File: src/rtl/mips_ctrl_pkg.sv
// Shared control definitions for the multicycle MIPS controller and aludec:
// FSM states, opcodes, aluop codes, mux encodings and the control vector.
package mips_ctrl_pkg;

    typedef enum logic [3:0] {
        S_FETCH,
        S_DECODE,
        S_MEMADR,
        S_MEMRD,
        S_MEMWB,
        S_MEMWR,
        S_RTYPEEX,
        S_RTYPEWB,
        S_BEQEX,
        S_BLEZEX,
        S_IMMEX,
        S_IMMWB,
        S_JEX
    } mc_state_t;

    localparam logic [5:0] OP_LW    = 6'b100011;
    localparam logic [5:0] OP_SW    = 6'b101011;
    localparam logic [5:0] OP_RTYPE = 6'b000000;
    localparam logic [5:0] OP_BEQ   = 6'b000100;
    localparam logic [5:0] OP_BLEZ  = 6'b000110;
    localparam logic [5:0] OP_ADDI  = 6'b001000;
    localparam logic [5:0] OP_SLTI  = 6'b001010;
    localparam logic [5:0] OP_ANDI  = 6'b001100;
    localparam logic [5:0] OP_ORI   = 6'b001101;
    localparam logic [5:0] OP_XORI  = 6'b001110;
    localparam logic [5:0] OP_LUI   = 6'b001111;
    localparam logic [5:0] OP_J     = 6'b000010;

    localparam logic [3:0] ALUOP_ADD   = 4'b0000;
    localparam logic [3:0] ALUOP_SUB   = 4'b0001;
    localparam logic [3:0] ALUOP_BLEZ  = 4'b0010;
    localparam logic [3:0] ALUOP_OR    = 4'b0011;
    localparam logic [3:0] ALUOP_LUI   = 4'b0100;
    localparam logic [3:0] ALUOP_XOR   = 4'b0101;
    localparam logic [3:0] ALUOP_SLTI  = 4'b0110;
    localparam logic [3:0] ALUOP_ANDI  = 4'b0111;
    localparam logic [3:0] ALUOP_RTYPE = 4'b1000;

    localparam logic [1:0] ALUSRCB_B      = 2'b00;
    localparam logic [1:0] ALUSRCB_FOUR   = 2'b01;
    localparam logic [1:0] ALUSRCB_IMM    = 2'b10;
    localparam logic [1:0] ALUSRCB_BRANCH = 2'b11;

    localparam logic [1:0] PCSRC_ALURESULT = 2'b00;
    localparam logic [1:0] PCSRC_ALUOUT    = 2'b01;
    localparam logic [1:0] PCSRC_JUMP      = 2'b10;

    typedef struct packed {
        logic       irwrite;
        logic       pcwrite;
        logic       branch;
        logic       memwrite;
        logic       regwrite;
        logic       iord;
        logic       memtoreg;
        logic       regdst;
        logic       alusrca;
        logic [1:0] alusrcb;
        logic [1:0] pcsrc;
        logic       zeroext;
        logic [3:0] aluop;
    } mc_ctrl_t;

    // Immediate-class ALU operation; anything that is not an immediate op maps to add.
    function automatic logic [3:0] imm_aluop(input logic [5:0] op);
        case (op)
            OP_ORI:  return ALUOP_OR;
            OP_LUI:  return ALUOP_LUI;
            OP_XORI: return ALUOP_XOR;
            OP_SLTI: return ALUOP_SLTI;
            OP_ANDI: return ALUOP_ANDI;
            default: return ALUOP_ADD;
        endcase
    endfunction

    function automatic logic imm_zeroext(input logic [5:0] op);
        return (op == OP_ORI) || (op == OP_XORI) || (op == OP_ANDI);
    endfunction

endpackage

File: src/rtl/mc_ctrl_rom.sv
// Combinational control store: maps the FSM state (plus the immediate-op
// registers captured in DECODE) to the datapath control vector.
module mc_ctrl_rom
    import mips_ctrl_pkg::*;
(
    input  mc_state_t  state,
    input  logic [3:0] imm_aluop_q,
    input  logic       zeroext_q,
    output mc_ctrl_t   ctrl
);

    always_comb begin
        ctrl = '0;
        case (state)
            S_FETCH: begin
                ctrl.irwrite = 1'b1;
                ctrl.pcwrite = 1'b1;
                ctrl.alusrcb = ALUSRCB_FOUR;
                ctrl.aluop   = ALUOP_ADD;
            end
            // Branch target is computed speculatively while the opcode decodes.
            S_DECODE: begin
                ctrl.alusrcb = ALUSRCB_BRANCH;
                ctrl.aluop   = ALUOP_ADD;
            end
            S_MEMADR: begin
                ctrl.alusrca = 1'b1;
                ctrl.alusrcb = ALUSRCB_IMM;
                ctrl.aluop   = ALUOP_ADD;
            end
            S_MEMRD: begin
                ctrl.iord = 1'b1;
            end
            S_MEMWB: begin
                ctrl.regwrite = 1'b1;
                ctrl.memtoreg = 1'b1;
            end
            S_MEMWR: begin
                ctrl.iord     = 1'b1;
                ctrl.memwrite = 1'b1;
            end
            S_RTYPEEX: begin
                ctrl.alusrca = 1'b1;
                ctrl.alusrcb = ALUSRCB_B;
                ctrl.aluop   = ALUOP_RTYPE;
            end
            S_RTYPEWB: begin
                ctrl.regwrite = 1'b1;
                ctrl.regdst   = 1'b1;
            end
            S_BEQEX, S_BLEZEX: begin
                ctrl.alusrca = 1'b1;
                ctrl.alusrcb = ALUSRCB_B;
                ctrl.aluop   = (state == S_BLEZEX) ? ALUOP_BLEZ : ALUOP_SUB;
                ctrl.pcsrc   = PCSRC_ALUOUT;
                ctrl.branch  = 1'b1;
            end
            S_IMMEX: begin
                ctrl.alusrca = 1'b1;
                ctrl.alusrcb = ALUSRCB_IMM;
                ctrl.aluop   = imm_aluop_q;
                ctrl.zeroext = zeroext_q;
            end
            S_IMMWB: begin
                ctrl.regwrite = 1'b1;
            end
            S_JEX: begin
                ctrl.pcwrite = 1'b1;
                ctrl.pcsrc   = PCSRC_JUMP;
            end
            default: begin
                ctrl = '0;
            end
        endcase
    end

endmodule

File: src/rtl/mc_maindec.sv
// Multicycle main control FSM: state register, next-state logic and the
// immediate-op registers captured in DECODE; outputs come from mc_ctrl_rom.
module mc_maindec
    import mips_ctrl_pkg::*;
(
    input  logic       clk,
    input  logic       reset,
    input  logic [5:0] op,
    output logic       irwrite,
    output logic       pcwrite,
    output logic       branch,
    output logic       memwrite,
    output logic       regwrite,
    output logic       iord,
    output logic       memtoreg,
    output logic       regdst,
    output logic       alusrca,
    output logic [1:0] alusrcb,
    output logic [1:0] pcsrc,
    output logic       zeroext,
    output logic [3:0] aluop,
    output logic       illegal
);

    mc_state_t  state_q, state_d;
    logic [3:0] imm_aluop_q, imm_aluop_d;
    logic       zeroext_q, zeroext_d;
    mc_ctrl_t   ctrl;

    always_ff @(posedge clk) begin
        if (reset) begin
            state_q     <= S_FETCH;
            imm_aluop_q <= ALUOP_ADD;
            zeroext_q   <= 1'b0;
        end else begin
            state_q     <= state_d;
            imm_aluop_q <= imm_aluop_d;
            zeroext_q   <= zeroext_d;
        end
    end

    always_comb begin
        state_d     = S_FETCH;
        imm_aluop_d = imm_aluop_q;
        zeroext_d   = zeroext_q;
        illegal     = 1'b0;
        case (state_q)
            S_FETCH: state_d = S_DECODE;
            S_DECODE: begin
                imm_aluop_d = imm_aluop(op);
                zeroext_d   = imm_zeroext(op);
                case (op)
                    OP_LW, OP_SW: state_d = S_MEMADR;
                    OP_RTYPE:     state_d = S_RTYPEEX;
                    OP_BEQ:       state_d = S_BEQEX;
                    OP_BLEZ:      state_d = S_BLEZEX;
                    OP_ADDI, OP_ORI, OP_LUI,
                    OP_XORI, OP_SLTI, OP_ANDI: state_d = S_IMMEX;
                    OP_J:         state_d = S_JEX;
                    default: begin
                        state_d = S_FETCH;
                        illegal = 1'b1;
                    end
                endcase
            end
            // Only sw diverts to the write path; lw is the fall-through.
            S_MEMADR:  state_d = (op == OP_SW) ? S_MEMWR : S_MEMRD;
            S_MEMRD:   state_d = S_MEMWB;
            S_RTYPEEX: state_d = S_RTYPEWB;
            S_IMMEX:   state_d = S_IMMWB;
            default:   state_d = S_FETCH;
        endcase
    end

    mc_ctrl_rom u_rom (
        .state       (state_q),
        .imm_aluop_q (imm_aluop_q),
        .zeroext_q   (zeroext_q),
        .ctrl        (ctrl)
    );

    assign irwrite  = ctrl.irwrite;
    assign pcwrite  = ctrl.pcwrite;
    assign branch   = ctrl.branch;
    assign memwrite = ctrl.memwrite;
    assign regwrite = ctrl.regwrite;
    assign iord     = ctrl.iord;
    assign memtoreg = ctrl.memtoreg;
    assign regdst   = ctrl.regdst;
    assign alusrca  = ctrl.alusrca;
    assign alusrcb  = ctrl.alusrcb;
    assign pcsrc    = ctrl.pcsrc;
    assign zeroext  = ctrl.zeroext;
    assign aluop    = ctrl.aluop;

endmodule

File: config.mk
export PLATFORM = sky130hd
export DESIGN_NAME = mc_maindec
export DESIGN_NICKNAME = d
export VERILOG_FILES = /design/src/rtl/mips_ctrl_pkg.sv /design/src/rtl/mc_ctrl_rom.sv /design/src/rtl/mc_maindec.sv
export SDC_FILE = /design/constraint.sdc
export NUM_CORES = 1
export LEC_CHECK = 0
export ABC_CLOCK_PERIOD_IN_PS = 2600
export BUFFER_PORTS_ARGS = -buffer_cell sky130_fd_sc_hd__buf_2
export CAP_MARGIN = 20
export CELL_PAD_IN_SITES_DETAIL_PLACEMENT = 1
export CELL_PAD_IN_SITES_GLOBAL_PLACEMENT = 2
export CORE_ASPECT_RATIO = 1.4
export CORE_UTILIZATION = 25
export DETAILED_ROUTE_END_ITERATION = 10
export PLACE_DENSITY = 0.9
export SKIP_LAST_GASP = 1
export SYNTH_ARGS = -nofsm -noshare
export SYNTH_HDL_FRONTEND = slang
export SYNTH_SLANG_ARGS = --single-unit
File: constraint.sdc
create_clock -name clk -period 2.6 [get_ports clk]
set_input_delay 0 -clock clk [delete_from_list [all_inputs] [get_ports clk]]
set_output_delay 0 -clock clk [all_outputs]
set_load 0.01 [all_outputs]
Word level (Yosys, flattened, before mapping)
Cells that the tools add are included.
Storage, ports and cells
  output and inout bits: 19
  register bits after elaboration: 9
Cells by class
  reductions and logical operators: 13
  mux-type cells: 20
  eq/ne operators: 23
Operators by type and width (count)
  $pmux W4 S6: 2
  $eq A6 B4 Y1 const B: 6
  $eq A4 B4 Y1 const B: 5
  $eq A4 B3 Y1 const B: 4
  $pmux W3 S5: 1
  $eq A6 B3 Y1 const B: 2
  $eq A6 B6 Y1 const B: 2
  $mux W1: 12
  $pmux W4 S3: 1
  $reduce_or A12 Y1: 1
  $reduce_or A2 Y1: 5
  $eq A4 B2 Y1 const B: 2
  $eq A6 B2 Y1 const B: 1
  $logic_not A6 Y1: 1
  $pmux W2 S3: 1
  $reduce_or A6 Y1: 1
  $reduce_or A5 Y1: 1
  $eq A4 B1 Y1 const B: 1
  $logic_not A4 Y1: 1
  $pmux W2 S2: 1
  $mux W3: 1
  $reduce_or A3 Y1: 1
  $logic_or A1 B1 Y1: 2
  $mux W2: 1

Longest topological paths before layout
  depth in word-level cells: 4
  depth in mapped cells: 5
  gate-level depth less buffers: 4

By module
A second synthesis with hierarchy kept.
Unflattened totals
  cell total of the unflattened synthesis: 105
  area total of the unflattened synthesis: 768.2 µm²
Modules (own cells, without submodules)
  mc_maindec: times used 1, cells an instance 69, seq. area each 160.2 µm², area an instance 548.0 µm²
  mc_ctrl_rom: times used 1, cells an instance 36, seq. area each 0.0 µm², area an instance 220.2 µm²

Least setup slack after synthesis
Ideal clock, no wire load.
  path kind: register to register
  start: register state_q[0]
  end: register state_q[0]
  library setup time: 86 ps
  cell stages (with the launch flop): 5
  path slack: 978 ps
  arrival: 1535 ps
  clock period less this slack: 1622 ps
  path through: dfxtp_1 -> or4b_1 -> buf_2 -> or3_1 -> a221oi_2
On the way
  word-level cells in the longest chain between the ends: 2
  elaborated cells between the ends (all ways): 7
Ends and longest elaborated chain
  start: declaration: RTL line mc_maindec.sv:25  | mc_state_t state_q, state_d;
  start signal: assignment: RTL line mc_maindec.sv:36  | state_q <= state_d;
  $eq A4 B4 Y1 (tied with other cells): RTL line mc_maindec.sv:47  | case (state_q)
  $pmux W4 S6 *: RTL line mc_maindec.sv:47
Mark *: on every way between the ends. The rest lies on a longest branch, timed or not.
A chain may end at the register's enable or synchronous reset.

Worst setup path after layout
  start: register state_q[0]
  end: register state_q[2]
Same word-level chain as after synthesis.

==> results.txt <==
CP Cell Sequence: or4b_1, or3_1, a221oi_1
Post-Place Cells: 147
peak supply drop: 145 µV
Layout Nets: 126
Die Y: 61.4 µm
Buffers & Inverters on Critical Path: 0
Post-Synth Adder-Cell Area: 0%
Core Region: 2390 µm²
multi-input gate area in the final layout: 435 µm²
TritonRoute pass-1 iters: 3
dominant synthesized flop cell: dfxtp_1
EDFF count, synth: 0
H-Tree Depth: 1
Initial Util: 26.4%
Total GRT Usage: 15.5%
GP Congestion: 0.750
Final ANT Viol Nets: 0
ANT cells: 0
Layout area overhead: 27.2%
unrepaired setup endpoints after global routing: false
vias per cell: 5.03
Crit-path slowest cell: or4b_1
Hold Vio Cnt, Final: 0
status: finished clean
Min-Delay Path Class: primary input to register
post-synthesis register bit count: 8
Pleak: 0.370 nW
Avg Cell Area, Syn: 6.78 µm²
post-layout min period: 2.03 ns
root buffer cell: clkbuf_4
Peak Freq: 492 MHz
simple logic cell fraction of the synthesized area: 44.6%
routed via count: 754
Post-synth ARST share: 0%
Hold Buf Count CTS: 0
Cell Area, Synth: 631 µm²
Startpoint Class: register
commonest cells in the netlist: nor2_1, nand2_1, dfxtp_1
Top Family by Delay on Critical Path: simple AND/OR/NAND/NOR gates
largest family of logic cells by synthesized area: simple AND/OR/NAND/NOR gates
GR Overflow Total: 0
Site Rows: 21
biggest area consumer among synthesized cells: dfxtp_1
Post-DP HPWL: 1480 µm
Setup TNS: 0 ns
global-route wire length before repair: 3220 µm
final setup fails: 0
share of cells above drive strength 1: 29.3%
antenna violations before repair: 0
WL/cell: 12.2 µm
Resized cells post-CTS: 0
max capacitance violation total: 0
total CTS buffers: 3
Power per Cell Area: 361 nW/µm²
Non-Filler Instances: 150
CP endpoint kind: register
Post-Synthesis Cells: 93
Synth area leaders: dfxtp_1, nor2_1, nand2_1
worst slew pin tran: 0.505 ns
Storage cell area: 160 µm²
xor/xnor share of the synthesized area: 1.39%
Worst Path Required: 2.75 ns
# port buffers: 26
largest net degree at the start of global routing: 17
most common cell in the netlist: nor2_1
TritonCTS clock tree: done
Synth Warn #: 0
Post-Syn Nets: 101
maximum clock path buffer count: 2
Cell variety after synth: 31
post-synth top area share: 25.4%
crit path max fanout: 16
CTS clock-pin slew for the worst setup and hold paths: 0.05 ns
period utilization: 78.1%
drt drc: 0
Routed WL: 1830 µm
register area share after synthesis: 25.4%
arrival time at the worst endpoint: 2.18 ns
Worst path max stage delay: 0.66 ns
Slew HR: 66.3%
clk sink count: 8
Horiz. Die Dim: 44.4 µm
IO Pins: 27
post-synthesis compound-gate area fraction: 23.0%
kind of critical path: register to register
postcts setup bufs: 0
fin. max-slew vios: 0
die area: 2730 µm²
FILL cells: 323
Layout Skew: 0.00374 ns
Starting DRT DRC Count: 3
vias in the first global route: 757
mux contribution to synthesized area: 0%
Clk Latency, worst-skew pair: 0.25 ns
-- routing by layer --
metal	part of all wire (%)	routed length (µm)	vias to the layer above	GRT usage, %
met5	0	0	-	0
met1	43	788	340	17.6
met3	4.9	90	4	3.23
li1	-	-	383	-
met4	1.3	24	0	6.06
met2	51	929	27	27.9
-- worst paths after layout --
check                               startpoint  cells after the start  slack [ns]              to
worst max register to register      state_q[0]                      3        0.57      state_q[2]
worst min-delay path                     reset                      2        0.02      state_q[0]
worst max-delay path                state_q[0]                      3        0.57      state_q[2]
worst min register to register  imm_aluop_q[0]                      2        0.45  imm_aluop_q[0]
-- report_power, final --
part,total [W],internal [W],switching [W]
Clock,0.0000908,0.0000526,0.0000382
Combinational,0.0000638,0.0000259,0.0000379
Sequential,0.000135,0.000126,0.00000876
Total,0.000289,0.000204,0.0000848
-- state kept, by name, summed over array words and instances, names as in the netlist --
register	flops
zeroext_q	1
imm_aluop_q	3
state_q	4
-- cell families (layout without fill, tap and decap cells) --
family / Yosys count / in the layout
AND/OR/NAND/NOR: 54 / 54
buffers and inverters: 9 / 32
XOR/XNOR: 1 / 1
AO/OA/AOI/OAI: 21 / 21
flip-flops: 8 / 8
-- per-stage QoR --
step	total power [W]	cell area, µm²	setup WS [ns]	hold slack [ns]	utilization [%]
detailed placement	0.000202	779	0.573	0.286	32.6
global placement	0.000199	779	0.630	0.279	32.6
global route	0.000309	802	0.356	0.0318	33.5
finish	0.000289	802	0.568	0.0207	33.5
CTS	0.000295	802	0.555	0.0173	33.5
floorplan	0.000175	631	0.978	0.171	-
-- layout make-up --
type / count / area share [%]
Sequential cell: 8 / 20.0
Clock buffer: 3 / 2.81
Timing Repair Buffer: 26 / 16.2
Multi-Input combinational cell: 76 / 54.3
Tap cell: 34 / 5.30
Inverter: 3 / 1.40
-- cell usage in the layout (no fill, tap or decap), types with 2 or more instances in the layout --
master	synthesis	layout
dfxtp_1	8	8
a21oi_1	7	7
nor3_1	7	7
a22oi_1	4	4
inv_1	3	3
buf_2	1	26
nor2b_1	3	3
or3_1	3	3
and3_1	2	2
nor2_1	16	16
clkbuf_4	0	3
or2_2	2	2
nand2_1	11	11
nand2b_1	2	2
o21ai_0	3	3
Note: power is estimated with default switching activity, not from simulation.
